### config.mk
export PLATFORM = sky130hd
export DESIGN_NAME = imem_port_arbiter
export DESIGN_NICKNAME = d
export VERILOG_FILES = /design/src/rtl/imem_arb_pkg.sv /design/src/rtl/imem_rsp_reg.sv /design/src/rtl/imem_port_arbiter.sv
export SDC_FILE = /design/constraint.sdc
export NUM_CORES = 1
export LEC_CHECK = 0
export CORE_MARGIN = 10
export CORE_UTILIZATION = 43
export CTS_CLUSTER_SIZE = 14
export DETAILED_ROUTE_END_ITERATION = 16
export PLACE_DENSITY = 0.77
export SYNTH_ARGS = -nofsm -noshare
export SYNTH_HDL_FRONTEND = slang
export SYNTH_SLANG_ARGS = --single-unit
### constraint.sdc
create_clock -name clk -period 4.4 [get_ports clk]
set_clock_uncertainty 0.05 [all_clocks]
set_input_delay 1.1 -clock clk [delete_from_list [all_inputs] [get_ports clk]]
set_output_delay 1.1 -clock clk [all_outputs]
set_load 0.1 [all_outputs]
### src/rtl/imem_arb_pkg.sv
// Shared types and helpers for the instruction-memory port arbiter.
// Covers the FSM states, the grant encoding and byte-address decoding.
package imem_arb_pkg;

    typedef enum logic {
        RUN  = 1'b0,
        LOCK = 1'b1
    } arb_state_t;

    typedef enum logic [1:0] {
        GNT_NONE = 2'd0,
        GNT_IF   = 2'd1,
        GNT_LD   = 2'd2
    } arb_grant_t;

    localparam int DEF_DEPTH    = 1024;
    localparam int DEF_MAX_WAIT = 4;
    localparam int MAX_ADDR_W   = 64;

    typedef logic [MAX_ADDR_W-1:0] wide_addr_t;

    // Byte address to word index; the low two bits are dropped.
    function automatic wide_addr_t addr_to_index(input wide_addr_t addr, input int idx_w);
        wide_addr_t mask;
        mask = (wide_addr_t'(1) << idx_w) - wide_addr_t'(1);
        return (addr >> 2) & mask;
    endfunction

    function automatic logic addr_in_range(input wide_addr_t addr, input int idx_w);
        return (addr >> (idx_w + 2)) == '0;
    endfunction

endpackage

### src/rtl/imem_rsp_reg.sv
// One-cycle response register for a single requester.
// The data is forced to zero for writes and for out-of-range reads.
module imem_rsp_reg #(
    parameter int DATA_W = 32
) (
    input  logic              clk,
    input  logic              rst,
    input  logic              accept,
    input  logic              zero,
    input  logic [DATA_W-1:0] rdata,
    output logic              rsp_valid,
    output logic [DATA_W-1:0] rsp_data
);

    always_ff @(posedge clk or posedge rst) begin
        if (rst) begin
            rsp_valid <= 1'b0;
            rsp_data  <= '0;
        end else begin
            rsp_valid <= accept;
            if (accept) begin
                rsp_data <= zero ? '0 : rdata;
            end
        end
    end

endmodule

### src/rtl/imem_port_arbiter.sv
// Shares the single-port instruction memory between fetch and the loader/debug port.
// The loader gets priority after MAX_WAIT lost cycles, or exclusive access while locked.
module imem_port_arbiter
    import imem_arb_pkg::*;
#(
    parameter int ADDR_W   = 32,
    parameter int DATA_W   = 32,
    parameter int DEPTH    = DEF_DEPTH,
    parameter int MAX_WAIT = DEF_MAX_WAIT,
    localparam int IDX_W   = $clog2(DEPTH)
) (
    input  logic              clk,
    input  logic              rst,
    input  logic              if_req_valid,
    input  logic [ADDR_W-1:0] if_req_addr,
    output logic              if_req_ready,
    output logic              if_rsp_valid,
    output logic [DATA_W-1:0] if_rsp_data,
    output logic              if_stall,
    input  logic              ld_lock,
    input  logic              ld_req_valid,
    input  logic              ld_req_we,
    input  logic [ADDR_W-1:0] ld_req_addr,
    input  logic [DATA_W-1:0] ld_req_wdata,
    output logic              ld_req_ready,
    output logic              ld_rsp_valid,
    output logic [DATA_W-1:0] ld_rsp_data,
    output logic [IDX_W-1:0]  mem_addr,
    output logic              mem_we,
    output logic [DATA_W-1:0] mem_wdata,
    input  logic [DATA_W-1:0] mem_rdata
);

    arb_state_t        state, state_nx;
    arb_grant_t        grant;
    logic [3:0]        wait_cnt;
    logic              ld_pri;
    logic [IDX_W-1:0]  addr_q;
    logic [DATA_W-1:0] wdata_q;

    wide_addr_t        if_wide, ld_wide;
    logic [IDX_W-1:0]  if_idx, ld_idx;
    logic              if_in_range, ld_in_range;

    assign if_wide     = wide_addr_t'(if_req_addr);
    assign ld_wide     = wide_addr_t'(ld_req_addr);
    assign if_idx      = IDX_W'(addr_to_index(if_wide, IDX_W));
    assign ld_idx      = IDX_W'(addr_to_index(ld_wide, IDX_W));
    assign if_in_range = addr_in_range(if_wide, IDX_W);
    assign ld_in_range = addr_in_range(ld_wide, IDX_W);

    assign ld_pri   = (wait_cnt == 4'(MAX_WAIT));
    assign if_stall = (state == LOCK);

    always_ff @(posedge clk or posedge rst) begin
        if (rst) begin
            state <= RUN;
        end else begin
            state <= state_nx;
        end
    end

    always_comb begin
        state_nx     = state;
        grant        = GNT_NONE;
        if_req_ready = 1'b0;
        ld_req_ready = 1'b0;
        case (state)
            RUN: begin
                state_nx     = ld_lock ? LOCK : RUN;
                ld_req_ready = ld_pri || !if_req_valid;
                if_req_ready = !(ld_req_valid && ld_pri);
                if (ld_req_valid && ld_req_ready) begin
                    grant = GNT_LD;
                end else if (if_req_valid && if_req_ready) begin
                    grant = GNT_IF;
                end
            end
            LOCK: begin
                state_nx     = ld_lock ? LOCK : RUN;
                ld_req_ready = 1'b1;
                if (ld_req_valid) begin
                    grant = GNT_LD;
                end
            end
            default: state_nx = RUN;
        endcase
    end

    // Counts cycles the loader has been kept waiting; any idle or accepted cycle restarts it.
    always_ff @(posedge clk or posedge rst) begin
        if (rst) begin
            wait_cnt <= 4'd0;
        end else if (!ld_req_valid || ld_req_ready) begin
            wait_cnt <= 4'd0;
        end else if (!ld_pri) begin
            wait_cnt <= wait_cnt + 4'd1;
        end
    end

    // Without a grant the memory bus keeps its previous address and data.
    always_comb begin
        mem_addr  = addr_q;
        mem_wdata = wdata_q;
        mem_we    = 1'b0;
        case (grant)
            GNT_IF: mem_addr = if_idx;
            GNT_LD: begin
                mem_addr  = ld_idx;
                mem_wdata = ld_req_wdata;
                mem_we    = ld_req_we && ld_in_range;
            end
            default: ;
        endcase
    end

    always_ff @(posedge clk or posedge rst) begin
        if (rst) begin
            addr_q  <= '0;
            wdata_q <= '0;
        end else if (grant != GNT_NONE) begin
            addr_q  <= mem_addr;
            wdata_q <= mem_wdata;
        end
    end

    imem_rsp_reg #(.DATA_W(DATA_W)) u_if_rsp (
        .clk       (clk),
        .rst       (rst),
        .accept    (grant == GNT_IF),
        .zero      (!if_in_range),
        .rdata     (mem_rdata),
        .rsp_valid (if_rsp_valid),
        .rsp_data  (if_rsp_data)
    );

    imem_rsp_reg #(.DATA_W(DATA_W)) u_ld_rsp (
        .clk       (clk),
        .rst       (rst),
        .accept    (grant == GNT_LD),
        .zero      (ld_req_we || !ld_in_range),
        .rdata     (mem_rdata),
        .rsp_valid (ld_rsp_valid),
        .rsp_data  (ld_rsp_data)
    );

endmodule

After elaboration in Yosys (flattened, before gate mapping)
Cells that the tools add are included.

cells by class
  $add $sub $neg = 1
  eq/ne operators = 4
  muxes and demuxes = 14
  bitwise operators = 1
  reductions and logical operators = 14

operators with widths
  kind                 count
  $logic_not 64->1     2
  $mux 32              3
  $pmux 10 s2          1
  $mux 4               2
  $add 4x1->4 const B  1
  $eq 4x3->1 const B   1
  $logic_and 1x1->1    4
  $logic_not 1->1      4
  $mux 1               4
  $mux 2               2
  $pmux 2 s2           1
  $logic_or 1x1->1     3
  $eq 2x1->1 const B   1
  $eq 2x2->1 const B   1
  $ne 2x1->1 const B   1
  $pmux 1 s2           1
  $reduce_bool 2->1    1
  $not 1->1            1

storage, ports and cells
  bits in registers = 113
  input bits = 134
  output and inout bits = 112
  word-level logic and storage cells = 42

Logic depth before layout (Yosys ltp)
  depth in word-level cells = 9
  gate-level depth with buffers = 11
  depth with buffers taken out = 9

Cells and area by module
Synthesis repeated with hierarchy kept, for this count alone.

second synthesis, totals
  cell total of the unflattened synthesis = 367
  area, all modules = 5177.5 um^2

by module, submodules not included
  module             times used  cells each  area each (um^2)  seq. area each (um^2)
  imem_port_arbiter  1           217         2702.6            1176.1
  imem_rsp_reg       2           75          1237.4            825.8

Worst setup path after synthesis
Ideal clock, no wire load.

  path kind = input -> output
  from = input ld_req_valid
  to = output mem_addr[5]
  arrival = 5.866 ns
  required time = 3.250 ns
  slack = -2.616 ns
  stages on the path = 5
  buffers on the path = 1
  cell sequence = a41oi_1 nand2_1 ha_1 clkbuf_1 o21ai_0

on the way
  cells in the longest elaborated chain, start to end = 8
  elaborated cells on any way between the ends = 11
  classes of those cells = eq/ne (2); mux (5); reduce/logical (4)

ends and longest elaborated chain
  what                                             RTL line                  RTL
  start, declared                                  imem_port_arbiter.sv:21   input logic ld_req_valid,
  $logic_and 1x1->1                                imem_port_arbiter.sv:72   if_req_ready = !(ld_req_valid && ld_pri);
  $logic_not 1->1                                  imem_port_arbiter.sv:72
  $logic_and 1x1->1                                imem_port_arbiter.sv:75   end else if (if_req_valid && if_req_ready) begin
  $mux 1                                           imem_port_arbiter.sv:75
  $mux 2                                           imem_port_arbiter.sv:73   if (ld_req_valid && ld_req_ready) begin
  $pmux 2 s2 *                                     imem_port_arbiter.sv:68   case (state)
  $eq 2x2->1 / $eq 2x1->1 (equally long branches)  imem_port_arbiter.sv:106  case (grant)
  $pmux 10 s2 *                                    imem_port_arbiter.sv:106
  end, declared                                    imem_port_arbiter.sv:28   output logic [IDX_W-1:0] mem_addr,

Mark *: on every way between the ends. The rest lies on a longest branch, timed or not.

Final worst setup path
  from = input ld_req_valid
  to = output mem_wdata[29]

on the way
  cells in the longest elaborated chain, start to end = 8
  elaborated cells on any way between the ends = 10
  classes of those cells = eq/ne (1); mux (5); reduce/logical (4)

ends and longest elaborated chain
  what                 RTL line                  RTL
  $logic_and 1x1->1    imem_port_arbiter.sv:72
  $logic_not 1->1      imem_port_arbiter.sv:72
  $logic_and 1x1->1    imem_port_arbiter.sv:75
  $mux 1               imem_port_arbiter.sv:75
  $mux 2               imem_port_arbiter.sv:73
  $pmux 2 s2 *         imem_port_arbiter.sv:68
  $eq 2x2->1 *         -
  net u_ld_rsp.accept  imem_rsp_reg.sv:8         input logic accept,
  $mux 32 *            imem_port_arbiter.sv:106
  end, declared        imem_port_arbiter.sv:30   output logic [DATA_W-1:0] mem_wdata,

Mark *: on every way through the listed nets, which the timed path passes. The rest lies on a longest branch.

==> summary by stage <==
Outcome
The run finished with clean final reports.

Logic synthesis
In this run, synthesis produced a sequential element count of 113. The async set or reset register ratio after synthesis is 100%. Of the total synthesized cell area, the portion taken by full adders, half adders and majority gates is 1.28%.

By area, the combinational part of the netlist is dominated by multiplexers. In this run, synthesis inferred 0 flip-flops with an integrated enable. The most instantiated flip-flop cell in the synthesis netlist is sky130_fd_sc_hd__dfrtp_1. The post-synthesis net count is 630. The area share of the largest cell type after synthesis is 48.4%. Of the total synthesized cell area, the portion taken by XOR and XNOR cells is 0.300%. Counting every instance in the synthesized netlist gives 490. In the post-synthesis netlist, the biggest area contributors are sky130_fd_sc_hd__dfrtp_1, sky130_fd_sc_hd__o22ai_2, sky130_fd_sc_hd__mux2_2, sky130_fd_sc_hd__mux2_4, sky130_fd_sc_hd__nand3_1. The number of distinct library cells after synthesis is 30. The count of warnings emitted by yosys is 0.

The portion of the post-synthesis area used by sequential elements is a little under 50%. The library cell with the highest instance count after synthesis is sky130_fd_sc_hd__dfrtp_1. Counting instances in the post-synthesis netlist gives the leading cell types as sky130_fd_sc_hd__dfrtp_1, sky130_fd_sc_hd__inv_1, sky130_fd_sc_hd__nand3_1.

The mean instance size in the synthesized netlist is approximately 12 um^2. The post-synthesis cell area is 5850 um^2. The synthesized netlist devotes roughly 15% of its cell area to compound gates.

The fraction of synthesized area in multiplexers is 16.1%. The library cell with the largest summed area after synthesis is sky130_fd_sc_hd__dfrtp_1. Summing the areas of all and, or, nand and nor instances in the mapped netlist gives 9.72% of the synthesized area.

Critical path
The type of destination of the critical path is an output port. In this run the critical register-to-register path is captured at u_ld_rsp.rsp_data[29]$_DFFE_PP0N_. The startpoint of the lowest-slack register-to-register path is wait_cnt[0]$_DFFE_PP0P_. The critical path is of the in -> out type.

The critical path ends at mem_wdata[29]. For the worst flop-to-flop path, the logic depth is 11. For the worst setup path, the data required time is 3.25 ns. The reg-to-reg setup timing slack is approximately 1.5 ns. The largest single stage delay on the critical path is 0.54 ns. The critical path starts at ld_req_valid. Among all stages on the critical path, the largest delay is contributed by sky130_fd_sc_hd__clkdlybuf4s50_1. The largest fanout of any net on the critical path is 22. The startpoint type of the worst setup path is an input pin. Data arrives at the worst endpoint at 3.08 ns. The most common cell type on the critical path is sky130_fd_sc_hd__buf_12.

The critical path goes through clkdlybuf4s50_1 -> a41oi_4 -> nand2_1 -> ha_2 -> buf_12 -> mux2_2 -> buf_12.

Clock tree
The number of buffers on the longest clock path is 2. The number of setup buffers added after CTS is 0. The clock insertion delay at the later pin of the skew report is roughly 0.41 ns. In this run, CTS created clock tree buffers numbering 17.

Clock tree synthesis selected as its root buffer the cell sky130_fd_sc_hd__clkbuf_16. The number of cells upsized or downsized after cts is 0. The clock-pin slew on the worst setup and hold paths is about 0.05 ns. The CTS tree is done.

The count of hold buffers inserted by post-cts repair is 0. The number of sinks driven by the clock tree is 113. The maximum level of the CTS H-tree is 4.

Power
Overall power consumption after layout is estimated at 0.00462 W. The internal power summed over all cells is approximately 0.0028 W. The clock network fraction of total power is 26.7%. The analysis attributes to cell leakage a power of 3.77 nW. Dividing total power by cell area gives a power density of 487 nW/um^2.

Across the VDD grid, the largest voltage drop is 0.000225 V. For this design the total switching power over the nets is 0.00181 W. The combinational share of power is 46.1%. The power share of the sequential group is 27.2%.

Net switching is 39.1% of the power.

Route
The number of nets still failing antenna checks after routing is 0. The wire length per cell after detailed routing is 21.3 um. The final routed DRC violation total is 0. The first routing iteration left 204 violations. The via count is 4,788. The via count normalized by instance count is 5.24. The pre-antenna-repair detailed-routing pass consisted of 4 iterations. Wires add up to 19,500 um.

Layout
For this run, the number of standard cells in the final layout without fillers is 914. The area growth from synthesis to layout is 62.3%. The number of antenna diodes is 0. The share of cells above drive strength 1 is around 33%. The net count of the finished layout is 866. With fillers left out, the area of the finished cells amounts to ~9500 um^2. The layout has about 910 filler cells.

Place
The number of instances in the placed design is 883. Once detailed placement completed, the half-perimeter wirelength came to 14,600 um. The cell area after placement is 8950 um^2.

The placer congestion estimate is 0.829. Port buffering added 241 buffers.

Global routing
The number of antenna violations at the first check in global routing is 1. The wire length of the first global-routing pass is 29,800 um. The total grt overflow is 0.

The via count of the first global-routing pass came to 5,283. Global routing consumed, over all layers together, roughly a fifth of the routing resources. Entering global routing, the biggest net connects 57 pins.

STA
Headroom to the max-slew limit came out at between 20% and 30%. The shortest clock period the worst path allows after layout is 4.23 ns. The final critical path takes up 96.0% of the cycle. Setup repair after global routing left no endpoint under its margin. The final worst hold slack is 0.445 ns. Timing would allow up to 0.237 GHz.

The actual slew at the worst max-slew pin is 1.06 ns. The max-slew violation total from the final report came to 0. Setup violations remaining at the end of the flow were counted as 0.

The final hold violation count is 0. For the final routed database, the setup TNS stands at 0 ns.

Floorplan
The top-level port count is 246. The count of standard-cell rows is 42. The core outline area is 13,300 um^2. The effective utilization at floorplan is roughly 44%. Measured along the y axis, the die boundary spans 137 um. The horizontal die dimension is roughly 140 um.

The area of the die is 18,700 um^2.

Flow run
Max-cap violations in this run came to 0.

Min path
The path category of the worst min-delay check is reg -> reg.
-- worst max-delay path, delay by kind of cell --
kind / cells / cell delay (ns)
AND/OR/NAND/NOR: 1 / 0.19
adder cells (fa/ha/maj): 1 / 0.30
buffers and inverters: 3 / 0.94
multiplexers: 1 / 0.39
AO/OA/AOI/OAI: 1 / 0.14
-- power by group through the flow --
stage / clock network, W / registers [W] / logic (W)
2_1_floorplan: 0 / 0.00126 / 0.00137
3_3_place_gp: 0 / 0.00125 / 0.00211
3_5_place_dp: 0 / 0.00127 / 0.00214
4_1_cts: 0.00125 / 0.00126 / 0.00215
5_1_grt: 0.00131 / 0.00127 / 0.00220
6_report: 0.00123 / 0.00126 / 0.00213
-- metrics by stage --
step | util, % | setup WS [ns]
6_report | 71.4 | 0.174
4_1_cts | 71.4 | 0.165
2_1_floorplan | - | -0.0471
5_1_grt | 71.4 | 0.0852
3_5_place_dp | 67.4 | 0.173
3_3_place_gp | 67.4 | 0.223
-- final cells by class --
| class | count | area (um^2) | share of cell area, % |
|---|---|---|---|
| well taps | 176 | 220 | 2.32 |
| flip-flops and latches | 113 | 2830 | 29.8 |
| clock buffers | 25 | 505 | 5.33 |
| repair buffers | 256 | 2960 | 31.2 |
| inverters | 69 | 262 | 2.76 |
| clock inverters | 6 | 30.0 | 0.316 |
| multi-input cells | 269 | 2680 | 28.3 |
-- kinds of logic after synthesis --
family                     Yosys count
AOI/OAI and AO/OA                   85
xor gates and xnor gates             2
adders and majority gates            6
buffers and inverters              108
DFF                                113
muxes                               74
and+or+nand+nor                    102
-- per-layer routing --
metal,track usage [%],wire (um)
met1,23.5,7540
met2,33.1,9220
met3,10.5,2440
met4,5.62,239
met5,0,7
-- cell usage in the layout (no fill, tap or decap), drive strengths merged, types with 12 or more instances in the layout --
master,count
dfrtp,113
clkdlybuf4s50,196
o22ai,64
buf,60
nand3,66
inv,69
clkbuf,25
mux2,74
nand2,12
-- sequential cells by signal (all words and copies together), names as in the netlist --
signal	cells
u_if_rsp.rsp_data	32
u_ld_rsp.rsp_data	32
wdata_q	32
addr_q	10
wait_cnt	4
if_stall	1
u_if_rsp.rsp_valid	1
u_ld_rsp.rsp_valid	1
-- how the worst min path moves through the flow --
stage,from,to,slack [ns],depth (start not counted)
after floorplan,wait_cnt[0]$_DFFE_PP0P_,wait_cnt[0]$_DFFE_PP0P_,0.40,1
after global placement,wait_cnt[0]$_DFFE_PP0P_,wait_cnt[0]$_DFFE_PP0P_,0.42,1
after detailed placement,addr_q[9]$_DFFE_PP0P_,addr_q[9]$_DFFE_PP0P_,0.44,1
after CTS,wait_cnt[0]$_DFFE_PP0P_,wait_cnt[0]$_DFFE_PP0P_,0.45,1
after global routing,wdata_q[10]$_DFFE_PP0P_,wdata_q[10]$_DFFE_PP0P_,0.46,1
final,wait_cnt[0]$_DFFE_PP0P_,wait_cnt[0]$_DFFE_PP0P_,0.44,1
(Power assumes the default switching activity.)
